**src/rtl/blk_fill_responder.sv**
```systemverilog
// Memory-side responder for the cache block-fill path: accepts a block read,
// waits a fixed latency, then streams BLK_WORDS words with rlast on the final one.
module blk_fill_responder #(
    parameter int ADDR_W    = 8,
    parameter int DATA_W    = 8,
    parameter int BLK_WORDS = 4,
    parameter int LATENCY   = 2,
    localparam int IDX_W    = $clog2(BLK_WORDS)
) (
    input  logic              clk,
    input  logic              reset,
    input  logic              req,
    input  logic [ADDR_W-1:0] addr,
    output logic              ack,
    output logic              busy,
    output logic              rvalid,
    output logic [DATA_W-1:0] rdata,
    output logic [IDX_W-1:0]  word_idx,
    output logic              rlast,
    input  logic              wr_en,
    input  logic [ADDR_W-1:0] wr_addr,
    input  logic [DATA_W-1:0] wr_data
);

    localparam int LAT_W = (LATENCY > 1) ? $clog2(LATENCY) : 1;
    localparam logic [ADDR_W-1:0] OFF_MASK = ADDR_W'(BLK_WORDS - 1);

    typedef enum logic [1:0] {
        IDLE,
        WAIT,
        BURST
    } state_t;

    state_t             state_q, state_d;
    logic [ADDR_W-1:0]  base_q, base_d;
    logic [LAT_W-1:0]   lat_q, lat_d;
    logic               ack_q, ack_d;
    logic               busy_q, busy_d;
    logic               rvalid_q, rvalid_d;
    logic [DATA_W-1:0]  rdata_q, rdata_d;
    logic [IDX_W-1:0]   idx_q, idx_d;
    logic               rlast_q, rlast_d;

    logic [DATA_W-1:0]  mem [2**ADDR_W];
    logic [IDX_W-1:0]   nxt_idx;
    logic [ADDR_W-1:0]  rd_addr;

    // Array is deliberately outside the reset domain; contents survive reset.
    always_ff @(posedge clk) begin
        if (wr_en) begin
            mem[wr_addr] <= wr_data;
        end
    end

    always_ff @(posedge clk or posedge reset) begin
        if (reset) begin
            state_q  <= IDLE;
            base_q   <= '0;
            lat_q    <= '0;
            ack_q    <= 1'b0;
            busy_q   <= 1'b0;
            rvalid_q <= 1'b0;
            rdata_q  <= '0;
            idx_q    <= '0;
            rlast_q  <= 1'b0;
        end else begin
            state_q  <= state_d;
            base_q   <= base_d;
            lat_q    <= lat_d;
            ack_q    <= ack_d;
            busy_q   <= busy_d;
            rvalid_q <= rvalid_d;
            rdata_q  <= rdata_d;
            idx_q    <= idx_d;
            rlast_q  <= rlast_d;
        end
    end

    // base_q low bits are always zero, so OR-ing in the counter stays inside the block.
    always_comb begin
        nxt_idx = (state_q == BURST) ? idx_q + IDX_W'(1) : '0;
        rd_addr = base_q | ADDR_W'(nxt_idx);
    end

    always_comb begin
        state_d  = state_q;
        base_d   = base_q;
        lat_d    = lat_q;
        ack_d    = 1'b0;
        busy_d   = busy_q;
        rvalid_d = rvalid_q;
        rdata_d  = rdata_q;
        idx_d    = idx_q;
        rlast_d  = rlast_q;

        case (state_q)
            IDLE: begin
                if (req) begin
                    state_d = WAIT;
                    base_d  = addr & ~OFF_MASK;
                    lat_d   = LAT_W'(LATENCY - 1);
                    ack_d   = 1'b1;
                    busy_d  = 1'b1;
                end
            end
            WAIT: begin
                if (lat_q == '0) begin
                    state_d  = BURST;
                    rvalid_d = 1'b1;
                    rdata_d  = mem[rd_addr];
                    idx_d    = '0;
                    rlast_d  = 1'b0;
                end else begin
                    lat_d = lat_q - LAT_W'(1);
                end
            end
            BURST: begin
                if (rlast_q) begin
                    state_d  = IDLE;
                    rvalid_d = 1'b0;
                    rlast_d  = 1'b0;
                    busy_d   = 1'b0;
                    idx_d    = '0;
                end else begin
                    idx_d   = nxt_idx;
                    rdata_d = mem[rd_addr];
                    rlast_d = (nxt_idx == IDX_W'(BLK_WORDS - 1));
                end
            end
            default: begin
                state_d = IDLE;
            end
        endcase
    end

    assign ack      = ack_q;
    assign busy     = busy_q;
    assign rvalid   = rvalid_q;
    assign rdata    = rdata_q;
    assign word_idx = idx_q;
    assign rlast    = rlast_q;

endmodule

```
**config.mk**
```make
export PLATFORM = sky130hd
export DESIGN_NAME = blk_fill_responder
export DESIGN_NICKNAME = d
export VERILOG_FILES = /design/src/rtl/blk_fill_responder.sv
export SDC_FILE = /design/constraint.sdc
export NUM_CORES = 2
export LEC_CHECK = 0
export CELL_PAD_IN_SITES_DETAIL_PLACEMENT = 1
export CELL_PAD_IN_SITES_GLOBAL_PLACEMENT = 1
export CORE_ASPECT_RATIO = 0.8
export CORE_MARGIN = 8
export CORE_UTILIZATION = 45
export CTS_BUF_LIST = sky130_fd_sc_hd__clkbuf_16
export CTS_CLUSTER_SIZE = 16
export DETAILED_ROUTE_END_ITERATION = 12
export GPL_TIMING_DRIVEN = 0
export PLACE_DENSITY_LB_ADDON = 0.05
export REMOVE_ABC_BUFFERS = 1
export SYNTH_ARGS = -nofsm -noshare
export SYNTH_HDL_FRONTEND = slang
export SYNTH_SLANG_ARGS = --single-unit
```
**constraint.sdc**
```tcl
create_clock -name clk -period 3 [get_ports clk]
set_input_delay 0.3 -clock clk [delete_from_list [all_inputs] [get_ports clk]]
set_output_delay 0.3 -clock clk [all_outputs]
set_load 0.01 [all_outputs]
```
* Yosys cells after proc, flatten, opt, wreduce, memory -nomap -nowiden
Memories as Yosys holds them, arrays and structs flattened.
Cells that the tools add are included.
** Storage, ports and cells
- Bits in registers :: 23
- Memory bits (writable) :: 2048
- Input port bits :: 28
- Output and inout port bits :: 14
- Memories kept :: 1
** Memory list
- mem :: words 256, width 8, rd ports 1, clocked after Yosys merged registers in 0, write ports 1, RTL line 44 : logic [DATA_W-1:0] mem [2**ADDR_W];
** Operators by class
- Add/subtract/negate cells :: 2
- Equality and inequality tests :: 7
- Multiplexer cells :: 25
- Bitwise logic cells :: 1
- Reduce and logical (&&, ||, !) cells :: 11
** Operators by type and width (count)
- $mux W8 :: 2
- $pmux W8 S2 :: 1
- $mux W2 :: 6
- $reduce_and A3 Y1 :: 4
- $mux W1 :: 10
- $ne A2 B2 Y1 const B :: 4
- $or A8 B2 Y8 :: 1
- $pmux W1 S2 :: 4
- $pmux W2 S3 :: 1
- $reduce_and A2 Y1 :: 3
- $reduce_bool A2 Y1 :: 3
- $eq A2 B2 Y1 const B :: 2
- $pmux W2 S2 :: 1
- $add A2 B1 Y2 const B :: 1
- $eq A2 B1 Y1 const B :: 1
- $logic_not A2 Y1 :: 1
- $sub A1 B1 Y1 const B :: 1

* Logic depth before layout (Yosys ltp)
An unclocked memory read counts as a cell.
- Word-level depth :: 6
- Gate-level depth with buffers :: 15
- Depth with buffers taken out :: 8

* Worst setup path before layout
Ideal clock, no wire load.
- Path type :: register -> register
- Start :: register idx_q[0] (netlist: word_idx[0])
- End :: register rdata_q[7] (netlist: rdata[7])
- Setup time :: 0.123 ns
- Arrival :: 2.705 ns
- Slack :: 0.172 ns
- Stages on the path, launching flop included :: 12
- Path buffers :: 4
- Period minus slack after synthesis :: 2.828 ns
- Path through :: dfrtp_1 -> or3b_1 -> buf_2 -> buf_6 -> buf_6 -> buf_2 -> a211oi_1 -> a2111oi_0 -> or4b_2 -> a31oi_1 -> o221ai_1 -> o221a_2
** On the way
- Word-level cells in the longest chain between the ends :: 6
- Elaborated cells between the ends (all ways) :: 7
** RTL lines
- from (decl) :: RTL line 41 : logic [IDX_W-1:0] idx_q, idx_d;
- from (signal assigned) :: RTL line 74 : idx_q <= idx_d;
- $add A2 B1 Y2 (*) :: RTL line 81 : nxt_idx = (state_q == BURST) ? idx_q + IDX_W'(1) : '0;
- $mux W2 (*) :: RTL line 81
- $or A8 B2 Y8 (*) :: RTL line 82 : rd_addr = base_q | ADDR_W'(nxt_idx);
- $mem_v2 Z256 W8 (*)
- $mux W8, on equally long branches :: RTL line 118, 107
- $pmux W8 S2 (*) :: RTL line 96 : case (state_q)
- to (signal assigned) :: RTL line 73 : rdata_q <= rdata_d;
- to (decl) :: RTL line 40 : logic [DATA_W-1:0] rdata_q, rdata_d;
Every way passes the cells marked *; elsewhere a longest branch is shown, timed or not. The select of a mux whose other input is x is not followed.
A chain may end at the register's enable or synchronous reset.

* Worst setup path after layout
- Start :: register idx_q[0] (netlist: word_idx[0])
- End :: register rdata_q[5] (netlist: rdata[5])
Same word-level chain as after synthesis.

==> metrics.csv <==
metric;value;unit
CP max stage delay;0.50;ns
worst skew pair latency;0.85;ns
failing checks;negative hold slack, negative setup slack;
LEAKAGE;32.2;nW
vias in the first global route;50500;
Area after DPL;0.0870;mm^2
proportion of synthesized area in mux cells;6.91;%
synthesized netlist cell count;5272;
Final WS setup;-0.860;ns
number of CTS-inserted buffers;206;
crit path DAT;4.59;ns
initial DRC count;6130;
Total GRT Usage;29.4;%
clock sink total;2071;
CP cell instances;buf_16 -> or3b_4 -> buf_12 -> buf_16 -> buf_16 -> buf_16 -> mux4_2 -> a22oi_2 -> nand4_1 -> nand2_4 -> nand4_1 -> o211a_1;
Finished Core Util;53.4;%
DP Wirelength;176000;um
final setup fails;202;
Avg WL per Cell;36.4;um
Via density;6.33;
area grow syn2layout;18.3;%
post-synthesis adder-cell area fraction;0;%
crit path kind;reg -> reg;
Layout Nets;5511;
first-pass GRT wire length;408000;um
top-count cell post-synth;edfxtp_1;
top cells by area, synth;edfxtp_1 75%, nand2_1 4.2%, mux4_2 3.9%;
register area share after synthesis;75.8;%
Hold WC Path Type;in -> reg;
I/O pin count;42;
htree depth;4;
antenna-violating nets left;0;
CP endpoint kind;flop;
Max rail drop VDD;0.000655;V
Fin. Hold Viols;2;
ys async rst share;1.11;%
Slew HR;2.59;%
grt total ovfl;0;
Synth Area in XOR/XNOR;0.0306;%
Synth top area share;75.1;%
Worst Path Buf+Inv;5;
Worst Skew;0.0221;ns
Synth warnings;0;
CP max FO;7;
Sequential Power Share;37.4;%
drt first pass iters;5;
PD cells;897;mW/mm^2
critical path required time;3.73;ns
CTS tree;built;
Synth Area in Compound Gates;6.10;%
Tcrit/Tclk final;129;%
Clk pwr share;28.1;%
Mean Syn Cell Area;15.5;um^2
post-route cell area;0.0969;mm^2
Synth Cell Area;0.0819;mm^2
Comb pwr share;34.5;%
fin crit period;3.86;ns
Routability Congestion;0.790;
Final Max Slew Viols;0;
setup TNS;-23.43;ns
# fillers;16800;
Die Y-Extent;398;um
EDFF count, synth;2048;
Clock Pin Slew Worst Setup and Hold Paths;0.06;ns
Crit-path slowest cell;dfrtp_4;
die width;493;um
status;finished, violations left;
Pint;56.3;mW
Max clock buf depth;3;
Simple-Gate Fraction of Synth Area;9.12;%
Root Buffer;clkbuf_16;
initial antenna violation count;21;
Core Region;0.181;mm^2
Synth cell types;73;
number of remaining DRC errors;0;
Synth area leader;edfxtp_1;
pre-CTS setup slack;-2.62;ns
Yosys reg bits;2071;
Sw Ratio;35.3;%
largest net degree at the start of global routing;145;
worst slew pin tran;1.45;ns
IO buf count;39;
most used flip-flop cell after synthesis;edfxtp_1;
Min Hold Slack;-0.00109;ns
CP delay by family, top;simple AND/OR/NAND/NOR gates;
share of layout cells above drive strength 1;17.8;%
max-cap viol count;0;
switching power;30.7;mW
Fmax achieved;259;MHz
Post-synth top cells;2048 x edfxtp_1, 913 x nand2_1, 324 x nor2_1, 302 x nand3_1, 217 x mux2i_1;
startpoint class of the critical path;flop;
RSZ-0062 raised after global routing;true;
row cnt;140;
main combinational cell family by area after synthesis;simple AND/OR/NAND/NOR gates;
Vias;51000;
CP dominant cell by count;buf_16;
Initial Utilization;45.1;%
routed wire length;293000;um
Die ar.;0.196;mm^2
==> worst paths after layout <==
path	from	endpoint	slack, ns	depth (start not counted)
max	word_idx[0]$_DFFE_PP0P_	rdata[5]$_DFFE_PP0P_	-0.86	12
min	wr_data[6]	mem[163][6]$_DFFE_PP_	-0.001	1
max reg2reg	word_idx[0]$_DFFE_PP0P_	rdata[5]$_DFFE_PP0P_	-0.86	12
min reg2reg	lat_q$_DFFE_PP0P_	state_q[0]$_DFFE_PP0P_	0.60	2
max in group asynchronous	reset	base_q[3]$_DFFE_PP0P_	2.05	4
min in group asynchronous	reset	rdata[4]$_DFFE_PP0P_	0.47	3
==> what timing repair did <==
action | in CTS | in global routing
endpoints found under the setup margin | 395 | 618
hold buffers | 8 | 1
endpoints found under the hold margin | 312 | 4
setup buffers | 109 | 5
pin swaps | 35 | 13
resized for setup | 192 | 94
cloned | 45 | 0
==> per-layer routing <==
layer	up-vias	routed length, um	GRT usage (%)	part of all wire, %
met3	473	24500	6.15	8.4
met1	27300	128000	43.0	44
met5	-	26	0	0.0089
li1	20900	-	-	-
met4	4	11000	9.89	3.8
met2	2281	130000	44.2	44
==> layout make-up <==
class / count / area [um^2] / area share [%]
inverters: 19 / 103 / 0.106
diodes: 3 / 7.51 / 0.00775
multi-input cells: 2842 / 19500 / 20.2
flip-flops and latches: 2071 / 62100 / 64.1
clock inverters: 155 / 917 / 0.946
well taps: 2414 / 3020 / 3.12
repair buffers: 343 / 5950 / 6.14
clock buffers: 211 / 5280 / 5.45
==> power groups by stage <==
stage	clock (mW)	combinational (mW)	sequential [mW]
2_1_floorplan	0	9.41	33.5
3_3_place_gp	0	14.0	34.5
3_5_place_dp	0	23.8	33.5
4_1_cts	24.7	29.3	32.5
5_1_grt	25.7	30.7	32.5
6_report	24.4	30.0	32.5
==> flip-flops by register name, indices dropped and copies added (netlist names) <==
signal / cells
base_q: 6
mem: 2048
rvalid: 1
lat_q: 1
busy: 1
rlast: 1
word_idx: 2
ack: 1
state_q: 2
rdata: 8
==> through the flow <==
| step | hold WS [ns] | cells | total power [mW] |
|---|---|---|---|
| after floorplan | 0.302 | 4927 | 42.9 |
| after global placement | 0.560 | 7380 | 48.5 |
| after detailed placement | 0.590 | 7520 | 57.3 |
| after CTS | 0.0297 | 8048 | 86.5 |
| after global routing | 0.0302 | 8057 | 88.9 |
| final | -0.00109 | 8058 | 86.9 |
==> cell usage in the layout, fill, tap and decap left out, types with 43 or more instances in the layout <==
| cell type | count |
|---|---|
| clkinv_1 | 43 |
| buf_4 | 95 |
| a21oi_1 | 105 |
| mux4_2 | 143 |
| inv_1 | 74 |
| o22ai_1 | 48 |
| a211oi_1 | 49 |
| nor2b_1 | 47 |
| mux2i_1 | 208 |
| clkbuf_16 | 211 |
| edfxtp_1 | 2048 |
| nor2_2 | 77 |
| o221ai_1 | 53 |
| buf_16 | 73 |
| o21ai_0 | 48 |
| nand3_1 | 284 |
| nand2_1 | 904 |
| a31oi_1 | 104 |
| nor2_1 | 244 |
==> cells by family (layout without fill, tap and decap cells) <==
family	count (synthesis)	after routing
simple gates	1745	1750
buf+inv	364	728
xor+xnor	2	2
flops	2071	2071
mux	384	384
compound gates	706	706
other cells	0	3
Note: power is estimated with default switching activity, not from simulation.
